[src/rtl/sat_pkg.sv]
// Shared types and clamp limits for the saturation stage that follows the 16-bit adder.
package sat_pkg;

    localparam int SAT_W = 16;

    localparam logic [SAT_W-1:0] SAT_POS_MAX = 16'h7FFF;
    localparam logic [SAT_W-1:0] SAT_NEG_MIN = 16'h8000;
    localparam logic [SAT_W-1:0] SAT_U_MAX   = 16'hFFFF;

    typedef enum logic [1:0] {
        SAT_NONE = 2'd0,
        SAT_POS  = 2'd1,
        SAT_NEG  = 2'd2,
        SAT_UMAX = 2'd3
    } sat_kind_e;

    function automatic logic sat_is_clamp(input sat_kind_e kind);
        return (kind != SAT_NONE);
    endfunction

endpackage

[src/rtl/sat_stage_if.sv]
// Valid/ready bundle between the adder, the saturation stage and its consumer.
interface sat_stage_if #(parameter int WIDTH = sat_pkg::SAT_W);

    logic [WIDTH-1:0] sum_in;
    logic [WIDTH-1:0] cout_in;
    logic             mode_s;
    logic             in_valid;
    logic             in_ready;
    logic [WIDTH-1:0] out_data;
    logic             out_sat;
    logic             out_valid;
    logic             out_ready;

    modport master (
        output sum_in, cout_in, mode_s, in_valid, out_ready,
        input  in_ready, out_data, out_sat, out_valid
    );

    modport slave (
        input  sum_in, cout_in, mode_s, in_valid, out_ready,
        output in_ready, out_data, out_sat, out_valid
    );

endinterface

[src/rtl/sat_detect.sv]
// Combinational overflow classifier: picks the clamp kind and the clamped value
// from the top two adder carries.
module sat_detect
    import sat_pkg::*;
(
    input  logic [SAT_W-1:0] sum_in,
    input  logic             c1,
    input  logic             c0,
    input  logic             mode_s,
    output sat_kind_e        kind,
    output logic [SAT_W-1:0] value
);

    // signed overflow is carry-out != carry-into-MSB; unsigned is carry-out alone
    always_comb begin
        kind  = SAT_NONE;
        value = sum_in;
        case ({mode_s, c1, c0})
            3'b101: begin
                kind  = SAT_POS;
                value = SAT_POS_MAX;
            end
            3'b110: begin
                kind  = SAT_NEG;
                value = SAT_NEG_MIN;
            end
            3'b010, 3'b011: begin
                kind  = SAT_UMAX;
                value = SAT_U_MAX;
            end
            default: begin
                kind  = SAT_NONE;
                value = sum_in;
            end
        endcase
    end

endmodule

[src/rtl/sat_stage.sv]
// Registered saturation stage with valid/ready handshake, sticky flag and optional
// event counter (enabled by defining SAT_CNT_EN; otherwise sat_cnt is tied to 0).
module sat_stage
    import sat_pkg::*;
#(
    parameter int WIDTH = SAT_W,
    parameter int CNT_W = 8
) (
    input  logic             clk,
    input  logic             rst,
    sat_stage_if.slave       bus,
    input  logic             clr,
    output logic             sat_sticky,
    output logic [CNT_W-1:0] sat_cnt
);

    sat_kind_e        kind_s;
    logic [SAT_W-1:0] value_s;
    logic             clamp_s;
    logic             accept_s;
    logic             clamp_acc_s;
    logic [WIDTH-1:0] data_r;
    logic             sat_r;
    logic             valid_r;
    logic             sticky_r;

    sat_detect u_detect (
        .sum_in (bus.sum_in),
        .c1     (bus.cout_in[WIDTH-1]),
        .c0     (bus.cout_in[WIDTH-2]),
        .mode_s (bus.mode_s),
        .kind   (kind_s),
        .value  (value_s)
    );

    assign clamp_s       = sat_is_clamp(kind_s);
    assign bus.in_ready  = !valid_r | bus.out_ready;
    assign accept_s      = bus.in_valid & bus.in_ready;
    assign clamp_acc_s   = accept_s & clamp_s;
    assign bus.out_data  = data_r;
    assign bus.out_sat   = sat_r;
    assign bus.out_valid = valid_r;
    assign sat_sticky    = sticky_r;

    // output register: reload on accept (also during a consume), drop valid on a bare consume
    always_ff @(posedge clk or posedge rst) begin
        if (rst) begin
            data_r  <= '0;
            sat_r   <= 1'b0;
            valid_r <= 1'b0;
        end else if (accept_s) begin
            data_r  <= value_s;
            sat_r   <= clamp_s;
            valid_r <= 1'b1;
        end else if (bus.out_ready) begin
            valid_r <= 1'b0;
        end
    end

    // sticky flag; a same-cycle clamp beats clr
    always_ff @(posedge clk or posedge rst) begin
        if (rst) begin
            sticky_r <= 1'b0;
        end else if (clamp_acc_s) begin
            sticky_r <= 1'b1;
        end else if (clr) begin
            sticky_r <= 1'b0;
        end
    end

`ifdef SAT_CNT_EN
    localparam logic [CNT_W-1:0] CNT_ONE = {{(CNT_W-1){1'b0}}, 1'b1};
    logic [CNT_W-1:0] cnt_r;

    // saturating event counter; clr with a same-cycle clamp restarts at one
    always_ff @(posedge clk or posedge rst) begin
        if (rst) begin
            cnt_r <= '0;
        end else if (clamp_acc_s) begin
            if (clr) begin
                cnt_r <= CNT_ONE;
            end else if (&cnt_r) begin
                cnt_r <= cnt_r;
            end else begin
                cnt_r <= cnt_r + CNT_ONE;
            end
        end else if (clr) begin
            cnt_r <= '0;
        end
    end

    assign sat_cnt = cnt_r;
`else
    assign sat_cnt = '0;
`endif

endmodule

[src/flat_wrapper.sv]
// flat-port wrapper written by rule: the top's interface ports become plain ports
module sat_stage_flat import sat_pkg::*;
#(
    parameter int WIDTH = SAT_W,
    parameter int CNT_W = 8
)
  (clk, rst, clr, sat_sticky, sat_cnt, bus_sum_in, bus_cout_in, bus_mode_s, bus_in_valid, bus_out_ready, bus_in_ready, bus_out_data, bus_out_sat, bus_out_valid);
  sat_stage_if #(.WIDTH(WIDTH)) bus_i ();
  input  logic clk;
  input  logic rst;
  input  logic clr;
  output logic sat_sticky;
  output logic [CNT_W-1:0] sat_cnt;
  input wire logic [$bits(bus_i.sum_in)-1:0] bus_sum_in;
  input wire logic [$bits(bus_i.cout_in)-1:0] bus_cout_in;
  input wire logic [$bits(bus_i.mode_s)-1:0] bus_mode_s;
  input wire logic [$bits(bus_i.in_valid)-1:0] bus_in_valid;
  input wire logic [$bits(bus_i.out_ready)-1:0] bus_out_ready;
  output wire logic [$bits(bus_i.in_ready)-1:0] bus_in_ready;
  output wire logic [$bits(bus_i.out_data)-1:0] bus_out_data;
  output wire logic [$bits(bus_i.out_sat)-1:0] bus_out_sat;
  output wire logic [$bits(bus_i.out_valid)-1:0] bus_out_valid;
  assign bus_i.sum_in = bus_sum_in;
  assign bus_i.cout_in = bus_cout_in;
  assign bus_i.mode_s = bus_mode_s;
  assign bus_i.in_valid = bus_in_valid;
  assign bus_i.out_ready = bus_out_ready;
  assign bus_in_ready = bus_i.in_ready;
  assign bus_out_data = bus_i.out_data;
  assign bus_out_sat = bus_i.out_sat;
  assign bus_out_valid = bus_i.out_valid;
  sat_stage #(.WIDTH(WIDTH), .CNT_W(CNT_W)) u_core (.clk(clk), .rst(rst), .bus(bus_i), .clr(clr), .sat_sticky(sat_sticky), .sat_cnt(sat_cnt));
endmodule
[config.mk]
export PLATFORM = sky130hd
export DESIGN_NAME = sat_stage_flat
export DESIGN_NICKNAME = d
export VERILOG_FILES = /design/src/rtl/sat_pkg.sv /design/src/rtl/sat_stage_if.sv /design/src/rtl/sat_detect.sv /design/src/rtl/sat_stage.sv /design/src/flat_wrapper.sv
export SDC_FILE = /design/constraint.sdc
export NUM_CORES = 1
export LEC_CHECK = 0
export CAP_MARGIN = 20
export CORE_MARGIN = 3
export CORE_UTILIZATION = 30
export DETAILED_ROUTE_END_ITERATION = 7
export GPL_ROUTABILITY_DRIVEN = 0
export PLACE_DENSITY = 0.8
export SLEW_MARGIN = 0
export SYNTH_ARGS = -nofsm -noshare
export SYNTH_HDL_FRONTEND = slang
export SYNTH_SLANG_ARGS = --single-unit
[constraint.sdc]
create_clock -name clk -period 1.6 [get_ports clk]
set_input_delay 0.32 -clock clk [delete_from_list [all_inputs] [get_ports clk]]
set_output_delay 0.32 -clock clk [all_outputs]
set_load 0.01 [all_outputs]
=== Word level (Yosys, flattened, before mapping) ===
Cells that the tools add are included.
W data, S select, Z words.

* Output and inout port bits: 28
* Register bits: 19

* Bitwise logic cells: 3
* Reduce and logical (&&, ||, !) cells: 5
* Mux-type cells: 6
* Eq/ne operators: 4

{| class="wikitable"
|+ Operators with widths
! cell !! number
|-
| $pmux W16 S3 || 1
|-
| $eq A3 B2 Y1 const B || 2
|-
| $eq A3 B3 Y1 const B || 2
|-
| $pmux W2 S3 || 1
|-
| $reduce_bool A2 Y1 || 3
|-
| $mux W1 || 4
|-
| $and A1 B1 Y1 || 2
|-
| $reduce_or A2 Y1 || 1
|-
| $logic_not A1 Y1 || 1
|-
| $or A1 B1 Y1 || 1
|}

=== Longest topological paths before layout ===
* Word-level depth: 6
* Mapped depth: 5
* Gate-level depth less buffers: 3

=== Cells and area by module ===
From an unflattened synthesis, not the netlist that was laid out.

* Cells, all modules: 113
* Area, all modules: 1249.9 um2

{| class="wikitable"
|+ By module, submodules not included
! module !! sequential area each (um2) !! instances !! area an instance (um2) !! cells each
|-
| sat_stage || 475.5 || 1 || 834.6 || 54
|-
| sat_detect || 0.0 || 1 || 415.4 || 59
|}

=== Worst setup path before layout ===
OpenSTA, ideal clock, no wires.

* Kind: register to register
* Start: register u_core.valid_r (netlist: u_core.bus.out_valid)
* End: register u_core.data_r[0] (netlist: u_core.bus.out_data[0])
* Required time: 1463 ps
* Cell stages (with the launch flop): 6
* Arrival: 1122 ps
* Library setup time: 137 ps
* Setup slack: 341 ps
* Path buffers: 2
* Path through: dfrtp_1 nand2b_1 and2_1 clkbuf_1 buf_2 a31oi_1

* Word-level cells in the longest chain between the ends: 3

{| class="wikitable"
|+ RTL lines
! element !! line !! RTL
|-
| start: declaration || sat_stage.sv:24 || <nowiki>logic valid_r;</nowiki>
|-
| start signal: assignment || sat_stage.sv:50 || <nowiki>valid_r <= 1'b0;</nowiki>
|-
| start signal: assignment || sat_stage.sv:54 || <nowiki>valid_r <= 1'b1;</nowiki>
|-
| start signal: assignment || sat_stage.sv:56 || <nowiki>valid_r <= 1'b0;</nowiki>
|-
| $logic_not A1 Y1 || sat_stage.sv:37 || <nowiki>assign bus.in_ready = !valid_r | bus.out_ready;</nowiki>
|-
| $or A1 B1 Y1 || sat_stage.sv:37 ||
|-
| $and A1 B1 Y1 || sat_stage.sv:38 || <nowiki>assign accept_s = bus.in_valid & bus.in_ready;</nowiki>
|-
| end signal: assignment || sat_stage.sv:52 || <nowiki>data_r <= value_s;</nowiki>
|-
| end: declaration || sat_stage.sv:22 || <nowiki>logic [WIDTH-1:0] data_r;</nowiki>
|}

No other way between the ends.
A chain may end at the register's enable or synchronous reset.

=== Worst setup path in the final report ===
* Start: register u_core.data_r[14] (netlist: u_core.bus.out_data[14])
* End: output port bus_out_data[14]

{| class="wikitable"
|+ RTL lines
! element !! line !! RTL
|-
| end: declaration || flat_wrapper.sv:20 || <nowiki>output wire logic [$bits(bus_i.out_data)-1:0] bus_out_data;</nowiki>
|}

No word-level cell between the ends.

==> results.txt <==
* Result of the run: completed
- Kind of capture point of the worst setup path: primary output
- Time the final worst path needs with I/O delays and setup: between 1500 and 2000 ps
- Crit Path Category: flop to primary output
* Diodes inserted: 0
- The slowest stage of the critical path is the sky130_fd_sc_hd__clkdlybuf4s50_1 cell.
* Number of global-route vias before repair: between 900 and 1000
* Final slew viol count: 0
- Die height: 63.2 um
- Metal3 WL: between 150 and 200 um
- Number of detailed-route iterations in the first pass: 4
- In this run the core area contains 20 standard-cell rows.
- Prior to clock tree synthesis, the placed netlist has a worst setup slack of -174 ps.
* Part of the cycle the worst path needs: 97.0%
* Worst hold path type: input pin to asynchronous set/reset pin
* Power per unit of standard cell area: 849 nW/um^2
- Number of CTS-inserted buffers: 3
- Area of the core: a little over 3000 sq um
- Number of buffer and inverter stages on the critical path: 1
- In the synthesized netlist, mux cells make up 0% of the area.
- Across the run, the number of max-cap violations was 0.
* Overall via count from detail_route: between 900 and 1000
- Summing the areas of all xor and xnor instances in the mapped netlist gives 0.893% of the synthesized area.
* Adder-cell share of the synthesized area: about 1.1%
* Antenna violations before repair: 0
- Tracing the worst setup path back leads to its startpoint at u_core.bus.out_data[14]$_DFFE_PP0P_.
- Post-CTS setup buffer count: 0
* DP HPWL: around 2 mm
* Number of buffer cells added on primary ports: 43
- First-iteration detailed-routing DRC count: 17
- Worst IR Drop VDD: roughly 0.28 mV
* P_leak: a little over 0.6 nW
- Setup violations, final: 0
* Area Growth Syn to Fin: 51.8%
- The number of hold-slack violations in the final timing report is 0.
- Averaged over all synthesized cells, the footprint is roughly 9 sq um.
* Clock latency reported for the late side of the worst-skew pair: roughly 300 ps
* Area fraction in and, or, nand and nor cells after synthesis: roughly 7.5%
* Number of top-level pins: 66
- For the worst setup path, the data arrival time is ~1200 ps.
* Highest metal used: met4
- The synthesized netlist occupies a cell area of between 900 and 1000 sq um.
- The filler cells instantiated in the layout total about 290.
- # nets final: ~200
- Once detail routing completed, the nets flagged for antenna violations numbered 0.
* Total length of routed wires: between 2 and 3 mm
* Number of sinks handled by clock tree synthesis: 19
- Entering global routing, the biggest net connects 21 pins.
- The cell family contributing the most delay on the critical path is buffers and inverters.
- Effective utilization at floorplan: 31.9%
- In this run the critical register-to-register path is launched from u_core.bus.out_valid$_DFFE_PP0P_.
- Synthesis Warnings: 0
- Share of final-layout standard cells stronger than drive strength 1: around 12%
- Clock transition time at the flip-flop clock pins of the worst setup and hold paths: approximately 110 ps
- After synthesis the netlist holds a flip-flop and latch count of 19.
* Worst hold slack across all endpoints: ~320 ps
- The total overflow left after global routing is 0.
* Largest family of logic cells by synthesized area: compound AO/OA/AOI/OAI gates
* Met1 Wirelength: approximately 1.1 mm
- Synthesis handed over a netlist of about 110 instances.
- Dividing the detail-routed via count by the number of cells gives just under 5.
* Routed wire per std cell: about 13 um
- Setup repair after global routing left no endpoint under its margin.
- In this run the worst path has a maximum fanout of 2.
* Maximum single-stage delay on the critical path: between 500 and 600 ps
- Final core area utilization: approximately half
- Derived from the worst setup path, the maximum achievable clock frequency is between 600 and 700 MHz.
- After detailed routing, the number of remaining DRC violations is 0.
- Clock tree synthesis selected as its root buffer the cell sky130_fd_sc_hd__clkbuf_4.
- Sort of element at the start of the critical path: flop
* Share of synthesized area occupied by flip-flops and latches: between 40% and 50%
- Routed wire length on met2: ~1.4 mm
- The critical path goes through clkdlybuf4s50_1.
* Die Outline Area: between 3000 and 4000 sq um
* Overall track demand over capacity in global routing: between 10% and 20%
- Clock buffer depth: 2
- First-pass GRT wire length: about 4.4 mm
- CTS H-Tree Depth: 1
- Die X: between 60 and 70 um
- In the post-route analysis, the smallest setup slack over all paths is slightly below 50 ps.
- Compound-gate portion of the synthesized area: about 28%
* Clock tree skew after final layout: about 3.6 ps
- Worst path required time: roughly 1300 ps
- TritonCTS built the clock tree.
- Counting distinct cell types in the post-synthesis netlist gives 20.
-- sequential cells by signal, summed over array words and instances (netlist names) --
register / cells
u_core.bus.out_sat: 1
u_core.bus.out_data: 16
u_core.sat_sticky: 1
u_core.bus.out_valid: 1
-- worst paths after layout --
check                                                      endpoint  slack [ps]  depth (start not counted)
max in group asynchronous       u_core.bus.out_data[12]$_DFFE_PP0P_        1080                          3
worst min-delay path             u_core.bus.out_data[6]$_DFFE_PP0P_         320                          3
worst min register to register  u_core.bus.out_data[15]$_DFFE_PP0P_         540                          2
worst max register to register   u_core.bus.out_data[8]$_DFFE_PP0P_         300                          5
min in group clk                u_core.bus.out_data[15]$_DFFE_PP0P_         540                          2
worst max-delay path                               bus_out_data[14]          50                          1
-- report_power, final --
group | internal [W] | switching (W) | leakage (nW) | total [W]
sequential | 0.000548 | 0.0000373 | 0.206 | 0.000585
clock | 0.0000955 | 0.000156 | 0.0139 | 0.000252
combinational | 0.000240 | 0.000187 | 0.389 | 0.000427
total | 0.000884 | 0.000381 | 0.609 | 0.00126
-- cell usage after synthesis --
| cell | instances | area (sq um) |
|---|---|---|
| sky130_fd_sc_hd__buf_2 | 2 | 10.0 |
| sky130_fd_sc_hd__dfrtp_1 | 19 | 475 |
| sky130_fd_sc_hd__a31oi_1 | 15 | 93.8 |
| sky130_fd_sc_hd__clkbuf_1 | 4 | 15.0 |
| sky130_fd_sc_hd__nand2b_1 | 3 | 18.8 |
| sky130_fd_sc_hd__nor2b_1 | 1 | 6.26 |
| sky130_fd_sc_hd__buf_6 | 2 | 22.5 |
| sky130_fd_sc_hd__conb_1 | 1 | 3.75 |
| sky130_fd_sc_hd__maj3_2 | 1 | 11.3 |
| sky130_fd_sc_hd__nand2_1 | 9 | 33.8 |
| sky130_fd_sc_hd__inv_1 | 4 | 15.0 |
| sky130_fd_sc_hd__o22ai_1 | 1 | 6.26 |
| sky130_fd_sc_hd__a21oi_2 | 2 | 17.5 |
| sky130_fd_sc_hd__o21ai_0 | 7 | 35.0 |
| sky130_fd_sc_hd__xnor2_1 | 1 | 8.76 |
| sky130_fd_sc_hd__buf_1 | 2 | 7.51 |
| sky130_fd_sc_hd__and2_4 | 1 | 8.76 |
| sky130_fd_sc_hd__buf_4 | 8 | 60.1 |
| sky130_fd_sc_hd__a21oi_1 | 25 | 125 |
| sky130_fd_sc_hd__and2_1 | 1 | 6.26 |
-- layer usage --
layer	track usage, %	up-vias
li1	-	460
met1	16.7	464
met2	23.6	36
met3	1.43	6
met4	7.82	0
met5	0	-
-- kinds of logic (layout without fill, tap and decap cells) --
| group | Yosys count | in the layout |
|---|---|---|
| compound gates | 50 | 50 |
| buf+inv | 22 | 62 |
| flops | 19 | 19 |
| simple gates | 15 | 15 |
| fa+ha+maj | 1 | 1 |
| other cells | 1 | 8 |
| xor+xnor | 1 | 1 |
-- layout make-up --
class | count | area [sq um] | share of cell area, %
sequential | 19 | 475 | 31.9
multi-input combinational | 75 | 402 | 27.0
clock inverter | 1 | 7.51 | 0.504
inverter | 4 | 15.0 | 1.01
timing repair buffer | 54 | 512 | 34.4
clock buffer | 3 | 22.5 | 1.51
tap | 44 | 55.1 | 3.70
-- per-stage QoR --
stage,power [W],instances,cell area [sq um],setup TNS (ps)
after global placement,0.00101,196,1460,-1630
after global routing,0.00133,200,1490,0
after detailed placement,0.00102,196,1460,-1590
after floorplan,0.000788,116,1010,0
after CTS,0.00127,200,1490,0
final,0.00126,200,1490,0
-- timing repair --
action / CTS / global route
endpoints found under the setup margin: 1 / 0
hold buffers: 0 / 0
gates resized for setup: 1 / 0
-- layout by cell type, fill, tap and decap left out --
master,n
sky130_fd_sc_hd__nand2_1,9
sky130_fd_sc_hd__clkdlybuf4s50_1,42
sky130_fd_sc_hd__nor2b_1,1
sky130_fd_sc_hd__a21oi_1,25
sky130_fd_sc_hd__a31oi_1,15
sky130_fd_sc_hd__conb_1,8
sky130_fd_sc_hd__nand2b_1,3
sky130_fd_sc_hd__dlygate4sd2_1,1
sky130_fd_sc_hd__o21ai_0,7
sky130_fd_sc_hd__and2_1,1
sky130_fd_sc_hd__a21oi_2,2
sky130_fd_sc_hd__and2_4,1
sky130_fd_sc_hd__dfrtp_1,19
sky130_fd_sc_hd__xnor2_1,1
sky130_fd_sc_hd__maj3_2,1
sky130_fd_sc_hd__o22ai_1,1
sky130_fd_sc_hd__clkinvlp_4,1
sky130_fd_sc_hd__clkbuf_4,3
sky130_fd_sc_hd__buf_4,11
sky130_fd_sc_hd__inv_1,4
Power figures use the tool's default switching activity.
